<file path="src/rtl/demux1_8_regbank.sv">
// rtl/demux1_8_regbank.sv - 1:8 write demux into holding registers with auto-increment burst
module demux1_8_regbank #(
    parameter int WIDTH = 16
) (
    input  logic             CLK,
    input  logic             Reset,
    input  logic [WIDTH-1:0] In,
    input  logic [2:0]       Op,
    input  logic             WE,
    input  logic             Burst_Start,
    input  logic [2:0]       Burst_Len,
    input  logic             In_Valid,
    output logic [WIDTH-1:0] A,
    output logic [WIDTH-1:0] B,
    output logic [WIDTH-1:0] C,
    output logic [WIDTH-1:0] D,
    output logic [WIDTH-1:0] E,
    output logic [WIDTH-1:0] F,
    output logic [WIDTH-1:0] G,
    output logic [WIDTH-1:0] H,
    output logic [7:0]       Valid,
    output logic             Busy,
    output logic             Done
);

    typedef enum logic {IDLE, BURST} state_t;

    state_t           state, state_n;
    logic [2:0]       ptr, ptr_n;
    logic [2:0]       rem, rem_n;
    logic             done_n;
    logic             wr_en;
    logic [2:0]       wr_idx;
    logic [WIDTH-1:0] slots [8];

    always_ff @(posedge CLK) begin
        if (Reset) begin
            state <= IDLE;
            ptr   <= 3'd0;
            rem   <= 3'd0;
            Done  <= 1'b0;
            Valid <= 8'h00;
            for (int i = 0; i < 8; i++) slots[i] <= '0;
        end else begin
            state <= state_n;
            ptr   <= ptr_n;
            rem   <= rem_n;
            Done  <= done_n;
            if (wr_en) begin
                slots[wr_idx] <= In;
                Valid[wr_idx] <= 1'b1;
            end
        end
    end

    // Burst_Start outranks WE; a zero-length burst completes in IDLE like a single write.
    always_comb begin
        state_n = state;
        ptr_n   = ptr;
        rem_n   = rem;
        done_n  = 1'b0;
        wr_en   = 1'b0;
        wr_idx  = ptr;
        case (state)
            IDLE: begin
                if (Burst_Start) begin
                    wr_en  = 1'b1;
                    wr_idx = Op;
                    ptr_n  = Op + 3'd1;
                    rem_n  = Burst_Len;
                    if (Burst_Len == 3'd0) done_n = 1'b1;
                    else                   state_n = BURST;
                end else if (WE) begin
                    wr_en  = 1'b1;
                    wr_idx = Op;
                    done_n = 1'b1;
                end
            end
            BURST: begin
                if (In_Valid) begin
                    wr_en  = 1'b1;
                    wr_idx = ptr;
                    ptr_n  = ptr + 3'd1;
                    rem_n  = rem - 3'd1;
                    if (rem == 3'd1) begin
                        done_n  = 1'b1;
                        state_n = IDLE;
                    end
                end
            end
            default: state_n = IDLE;
        endcase
    end

    assign Busy = (state == BURST);
    assign A = slots[0];
    assign B = slots[1];
    assign C = slots[2];
    assign D = slots[3];
    assign E = slots[4];
    assign F = slots[5];
    assign G = slots[6];
    assign H = slots[7];

endmodule

</file>
<file path="config.mk">
export PLATFORM = sky130hd
export DESIGN_NAME = demux1_8_regbank
export DESIGN_NICKNAME = d
export VERILOG_FILES = /design/src/rtl/demux1_8_regbank.sv
export SDC_FILE = /design/constraint.sdc
export NUM_CORES = 1
export LEC_CHECK = 0
export ABC_CLOCK_PERIOD_IN_PS = 2500
export CAP_MARGIN = 20
export CORE_MARGIN = 8
export CORE_UTILIZATION = 44
export CTS_BUF_LIST = sky130_fd_sc_hd__clkbuf_4 sky130_fd_sc_hd__clkbuf_8
export CTS_CLUSTER_DIAMETER = 50
export DETAILED_ROUTE_END_ITERATION = 8
export PLACE_DENSITY = 0.78
export RECOVER_POWER = 25
export SYNTH_ARGS = -nofsm -noshare
export SYNTH_HDL_FRONTEND = slang
export SYNTH_SLANG_ARGS = --single-unit
</file>
<file path="constraint.sdc">
create_clock -name CLK -period 2.5 [get_ports CLK]
set_clock_uncertainty 0.05 [all_clocks]
set_input_delay 0.25 -clock CLK [delete_from_list [all_inputs] [get_ports CLK]]
set_output_delay 0.25 -clock CLK [all_outputs]
set_load 0.05 [all_outputs]
</file>
## Word-level counts from Yosys, hierarchy flattened

Memories as Yosys holds them, arrays and structs flattened.
Cells that the tools add are included.

- Register bits: 16
- Memory bits (writable): 128
- Input bits: 27
- Output and inout bits: 138
- Word-level logic and storage cells: 53
- Memories: 1

- Add/sub/neg operators: 3
- Order comparisons: 2
- Equality and inequality tests: 3
- Mux-type cells: 33
- Bitwise operators: 2
- Reduce and logical (&&, ||, !) cells: 4

Memories:

| name | words | bits a word | read ports | clocked after Yosys merged registers in | wr ports | line | source |
|---|---|---|---|---|---|---|---|
| slots | 8 | 16 | 8 | 0 | 8 | 34 | `logic [WIDTH-1:0] slots [8];` |

Operators by type and width:

| operator | number |
|---|---|
| $mux W3 | 7 |
| $mux W1 | 18 |
| $pmux W3 S2 | 3 |
| $mux W16 | 1 |
| $reduce_or A16 Y1 | 1 |
| $or A8 B8 Y8 | 1 |
| $add A3 B1 Y3 const B | 2 |
| $pmux W1 S2 | 3 |
| $lt A3 B4 Y1 const B | 1 |
| $ne A2 B2 Y1 const B | 2 |
| $demux W1 S3 | 1 |
| $eq A3 B1 Y1 const B | 1 |
| $ge A3 B1 Y1 const B | 1 |
| $logic_not A3 Y1 | 1 |
| $sub A3 B1 Y3 const B | 1 |
| $reduce_and A2 Y1 | 1 |
| $logic_and A1 B1 Y1 | 1 |
| $not A1 Y1 | 1 |

## Longest topological paths before layout

Gate-level depths: netlist (run 1).

- Depth in word-level cells: 8
- Mapped depth: 6
- Gate-level depth less buffers: 5

## Worst setup path after synthesis (run 1)

OpenSTA, ideal clock, no wires.

- Kind: flip-flop to flip-flop
- Start: reg state, in the netlist Busy
- End: mem slots[2][0], enable pin
- Library setup time: 0.411 ns
- Arrival: 2.366 ns
- Data required time: 2.039 ns
- Path slack: -0.327 ns
- Cell stages (with the launch flop): 4
- Path buffers: 1
- Period minus slack after synthesis: 2.827 ns
- Path through: dfxtp_1 > buf_2 > nand4b_1 > o21ai_0

RTL lines:

| what | line | source |
|---|---|---|
| from (decl) | 28 | `state_t state, state_n;` |
| from (signal assigned) | 45 | `state <= state_n;` |
| to (decl) | 34 |  |

==> results.toml, run 1 <==
[global_routing]
track_usage_pct = 19.4
grt_antenna_before_repair = 1
grt_pass1_vias = 4207
grt_max_degree = 20
overflow = 0
grt_pass1_wl_um = 24200

[timing]
setup_viol = 0
hold_viol = 0
worst_slew_pin_slew_ns = 0.628
layout_min_cycle_time_ns = 2.21
fin_crit_sh_pct = 88.5
fmax_ghz = 0.452
relSlewSlack_pct = 57.9
rsz0062_at_grt = "false"
hold_slack_ns = 0.374
final.setup.tns_ns = 0
slew_viol_final = 0

[floorplan]
core_sq_um = 12700
io_pins = 165
die-area_sq_um = 17000
placement_rows = 41
start_util_pct = 45.3
die_y_um = 130
die_w_um = 130

[critical_path]
cp-end-kind = "flop"
crit_required_ns = 2.63
crit_fanout = 19
setup.worst_path.class = "reg2reg"
arrival_ns = 2.34
worstSetupStartpointType = "flop"

[clocking]
clock-sinks = 144
clk_pin_slew_ns = 0.09
cts_hold_buf = 0
cts_tree = "built"
clock_latency_ns = 0.43
root_buffer = "clkbuf_8"
cts_buffer_depth = 2
htreeDepth = 4
cts_setup_buffers = 0
numCtsBuffers = 17
post_cts_resized = 0

[logic_synthesis]
synth.distinct_cells = 42
ys_ff_latch = 144
synth_edf_count = 128
synth.most_common_cell = "nor2_1"
yosys_most_used_dff = "edfxtp_1"
synth_area_sq_um = 5740
ys_top_cells_by_area = "edfxtp_1, nor2_1, dfxtp_1"
yosys-top-cells-count = "nor2_1, edfxtp_1, dfxtp_1"
synth_largest_area_cell = "edfxtp_1"
yosysSeqAreaShare_pct = 72.5
yosysWarnings = 0
yosysTopAreaCellShare_pct = 66.9
synthArstFlopShare_pct = 0
syn_avg_cell_area_sq_um = 13.9
synthCells = 413
syn_nets = 443

[hold_path]
min_path_type = "in2reg"

[power]
leakagePower_nw = 2.88
p_per_area_nw_per_um2 = 707
p_total_mw = 5.67
vdd_drop_max_mv = 0.302

[drt]
top_layer = "met4"
via_per_inst = 5.29
ant_nets = 0
finalWirelength_um = 16600
detail_route.wl_per_cell_um = 21.1
dr_wl_met3_um = 1550
drt-met1-wl_um = 6230
drc = 0
firstDrtPassIters = 5
drtIter0Drc = 501
wl_met2_um = 8530
num_vias = 4161

[placement]
port_buffers = 164
gp_congestion = 0.855
dp.cells = 754
place_area_sq_um = 7670
place_hpwl_um = 12000

[cells_and_area]
nets = 631
drive_above_1_share_pct = 12.1
n_fill_cell = 949
fin_cells = 787
syn_to_final_growth_pct = 39.6
final_area_sq_um = 8020

[run_status]
status = "completed"

[run]
maxCapViolCount = 0
-- registers in the layout, indices dropped and copies added, names as in the netlist --
register  count
Busy          1
Done          1
Valid         8
ptr           3
rem           3
slots       128
-- cells by family (layout without fill, tap and decap cells) --
family,after synthesis,in the layout,share of synthesized area [%]
DFF,144,144,72.5
muxes,12,12,2.48
and+or+nand+nor,171,171,12.9
other,0,1,0
xor gates and xnor gates,2,2,0.305
adders and majority gates,3,3,0.654
AOI/OAI and AO/OA,52,52,7.54
buffers and inverters,29,230,3.66
-- power by group --
group / switching [mW] / internal, mW
Clock: 0.960 / 0.718
Combinational: 0.803 / 0.353
Sequential: 0.0721 / 2.76
-- placed cells by master, fill, tap and decap left out, drive strengths merged, types with 3 or more instances in the layout --
cell type and instances:
o2bb2ai 8, nor2 130, nor3 3, dfxtp 16, clkinv 3, a211oi 3
dlygate4sd3 48, mux2i 6, nor3b 8, o22a 4, a21oi 6, clkinvlp 4
inv 12, o211ai 16, nand3b 6, mux2 6, nand2b 3, o21ai 6
ha 3, edfxtp 128, nand2 10, buf 27, clkbuf 20, clkdlybuf4s50 116
-- area by class of cell --
class | instances | area, sq um | share of cell area, %
multi-input combinational | 240 | 1370 | 17.0
antenna | 1 | 2.50 | 0.0312
inverter | 4 | 15.0 | 0.187
timing repair buffer | 194 | 1890 | 23.6
clock buffer | 17 | 234 | 2.92
sequential | 144 | 4160 | 51.9
tap | 172 | 215 | 2.68
clock inverter | 15 | 128 | 1.59
-- path summary, 6_finish.rpt --
path | startpoint | endpoint | slack, ns | cells after the start
worst max-delay path | Busy | slots[4][14] | 0.29 | 6
worst min-delay path | Burst_Len[0] | rem[0] | 0.37 | 3
worst max register to register | Busy | slots[4][14] | 0.29 | 6
worst min register to register | Valid[0] | Valid[0] | 0.43 | 1
-- metrics by stage --
stage	setup WS, ns	util, %
6_report	0.287	63.3
5_1_grt	0.181	63.3
4_1_cts	0.402	63.4
3_5_place_dp	0.340	60.5
3_3_place_gp	0.382	60.5
2_1_floorplan	0.0676	-
-- critical path: stages (launching register included) --
cell      delay [ns]
dfxtp_1         0.48
clkbuf_1        0.37
o21ba_1         0.23
buf_12          0.16
o211ai_1        0.23
clkbuf_1        0.32
nor2_1          0.10
-- per-layer routing --
layer  vias up  GRT usage (%)
li1       1873              -
met4         0           6.28
met1      2056           22.3
met2       208           33.6
met3        24           6.08
met5         -              0
(Power assumes the default switching activity.)
==> run 2: changes to the inputs <==
CORE_UTILIZATION = 59   (was 44)
DONT_BUFFER_PORTS = 1   (was not set)
==> run 2 against run 1 <==
Against the previous run:
- count of clock-buffer cells in the layout grew 3
- global-route usage grew 1.8 points
- cell area shrank 21%
- worst hold slack lost 0.31 ns
- critical path type unchanged
==> results.toml, run 2 (synthesized netlist as in run 1, its figures left out) <==
[timing]
setup_viol = 0
final.setup.tns_ns = 0
slew_viol_final = 0
fmax_ghz = 0.483
rsz0062_at_grt = "false"
layout_min_cycle_time_ns = 2.07
relSlewSlack_pct = 54.3
worst_slew_pin_slew_ns = 0.685
hold_viol = 0
hold_slack_ns = 0.0597
fin_crit_sh_pct = 82.8

[cells_and_area]
regMostFlops = "slots"
largest_reg_flops = 128
syn_to_final_growth_pct = 10.9
final_area_sq_um = 6370
nets = 467
drive_above_1_share_pct = 16.0
final_cell_mix = "nor2_1, edfxtp_1, buf_4, clkbuf_8, dfxtp_1"
antenna_cells = 0
mostFrequentLayoutCell = "nor2_1"
biggestRegsByFlops = "slots: 128 flops, Valid: 8 flops"

[critical_path]
cp-end-kind = "flop"
r2r_slack_ns = 0.43
worstSetupStartpointType = "flop"
max_stage_delay_ns = 0.57
setup.worst_path.class = "reg2reg"
path_delay_family = "buffers and inverters"
cp_cell_sequence = "buf_4, mux2i_1, nand2_1, a21oi_1, dlygate4sd3_1"
r2r_end = "ptr[0]"
arrival_ns = 2.39
r2r_cells = 5
cpMaxStageDelayCell = "dlygate4sd3_1"
timing.rr.start = "Busy"
path_buf_inv = 2
crit_required_ns = 2.82
crit_fanout = 12

[hold_path]
min_path_type = "in2reg"
whs_endpoint = "ptr[2]"
hold_depth = 2
hold_start = "Burst_Start"

[global_routing]
grt_pass1_vias = 3322
track_usage_pct = 21.2
met3_usage_pct = 7.75
overflow = 0
grt_antenna_before_repair = 0
grt.busiest_layer = "met2"
grt_max_degree = 23
grt_pass1_wl_um = 19900
grt_use_met1_pct = 22.4
grt_use_met2_pct = 36.0

[drt]
drc = 0
ant_nets = 0
finalWirelength_um = 13900
num_vias = 3435
via_per_inst = 5.89
drtIter0Drc = 312
firstDrtPassIters = 7
detail_route.wl_per_cell_um = 23.8

[floorplan]
core_sq_um = 9590
io_pins = 165
start_util_pct = 59.9
placement_rows = 36
die_w_um = 115
die-area_sq_um = 13100
die_y_um = 115

[placement]
port_buffers = 0
gp_congestion = 0.923
place_hpwl_um = 9570
place_area_sq_um = 5890

[run_status]
status = "completed"

[power]
leakagePower_nw = 2.22
swShare_pct = 29.8
clockPowerShare_pct = 33.7
combPwrFrac_pct = 6.9
p_int_mw = 3.93
switchingPower_mw = 1.67
seqPwrFrac_pct = 59.3
p_per_area_nw_per_um2 = 878
vdd_drop_max_mv = 0.334

[clocking]
cts_tree = "built"
clock-sinks = 144
clock_latency_ns = 0.42
numCtsBuffers = 17
clk_pin_slew_ns = 0.08
cts_setup_buffers = 0
htreeDepth = 4
cts_hold_buf = 6
root_buffer = "clkbuf_8"
post_cts_resized = 0
cts_buffer_depth = 2

[run]
maxCapViolCount = 0
[run 2: changes by cell type in the layout (fill, tap and decap cells not counted)]
cell             previous run  this run
buf_12                      3         0
clkinv_4                    2         1
dlygate4sd3_1              48         6
bufinv_16                   0         3
o21ai_2                     0         1
o21ai_1                     3         2
inv_8                       2         0
inv_6                       6         2
clkinvlp_4                  4         5
clkbuf_4                    0         3
clkbuf_1                    3         0
clkdlybuf4s50_1           116         0
diode_2                     1         0
[run 2: worst max-delay path by stage]
stage	start	to	slack [ns]	depth (start not counted)
2_1_floorplan	Busy	slots[6][0]	0.07	3
3_3_place_gp	Busy	slots[0][12]	0.64	3
3_5_place_dp	Busy	slots[0][13]	0.46	3
4_1_cts	Busy	slots[0][15]	0.44	3
5_1_grt	ptr[1]	slots[0][15]	0.32	3
6_report	Busy	ptr[0]	0.43	5
[run 2: through the flow]
stage,std cells,setup WS (ns),total power [mW],utilization (%)
global route,583,0.323,5.75,66.4
global placement,545,0.635,3.73,61.4
detailed placement,545,0.456,3.75,61.4
finish,583,0.431,5.59,66.4
floorplan,413,0.0676,3.62,-
CTS,583,0.435,5.61,66.4
[run 2: power groups by stage]
stage / Sequential (mW) / Clock [mW] / Combinational (mW)
CTS: 3.32 / 1.90 / 0.385
global placement: 3.37 / 0 / 0.363
finish: 3.32 / 1.89 / 0.387
global route: 3.33 / 2.00 / 0.415
floorplan: 3.33 / 0 / 0.291
detailed placement: 3.38 / 0 / 0.373
[run 2: cell type report]
cell class | count | area [sq um]
clock inverters | 12 | 159
repair buffers | 30 | 240
multi-input cells | 240 | 1370
well taps | 133 | 166
clock buffers | 20 | 256
inverters | 4 | 15.0
fillers | 673 | 3220
flip-flops and latches | 144 | 4160
[run 2: layer usage]
layer	up-vias	routed length, um
li1	1542	-
met1	1656	5100
met2	207	7100
met3	30	1230
met4	0	446
met5	-	0
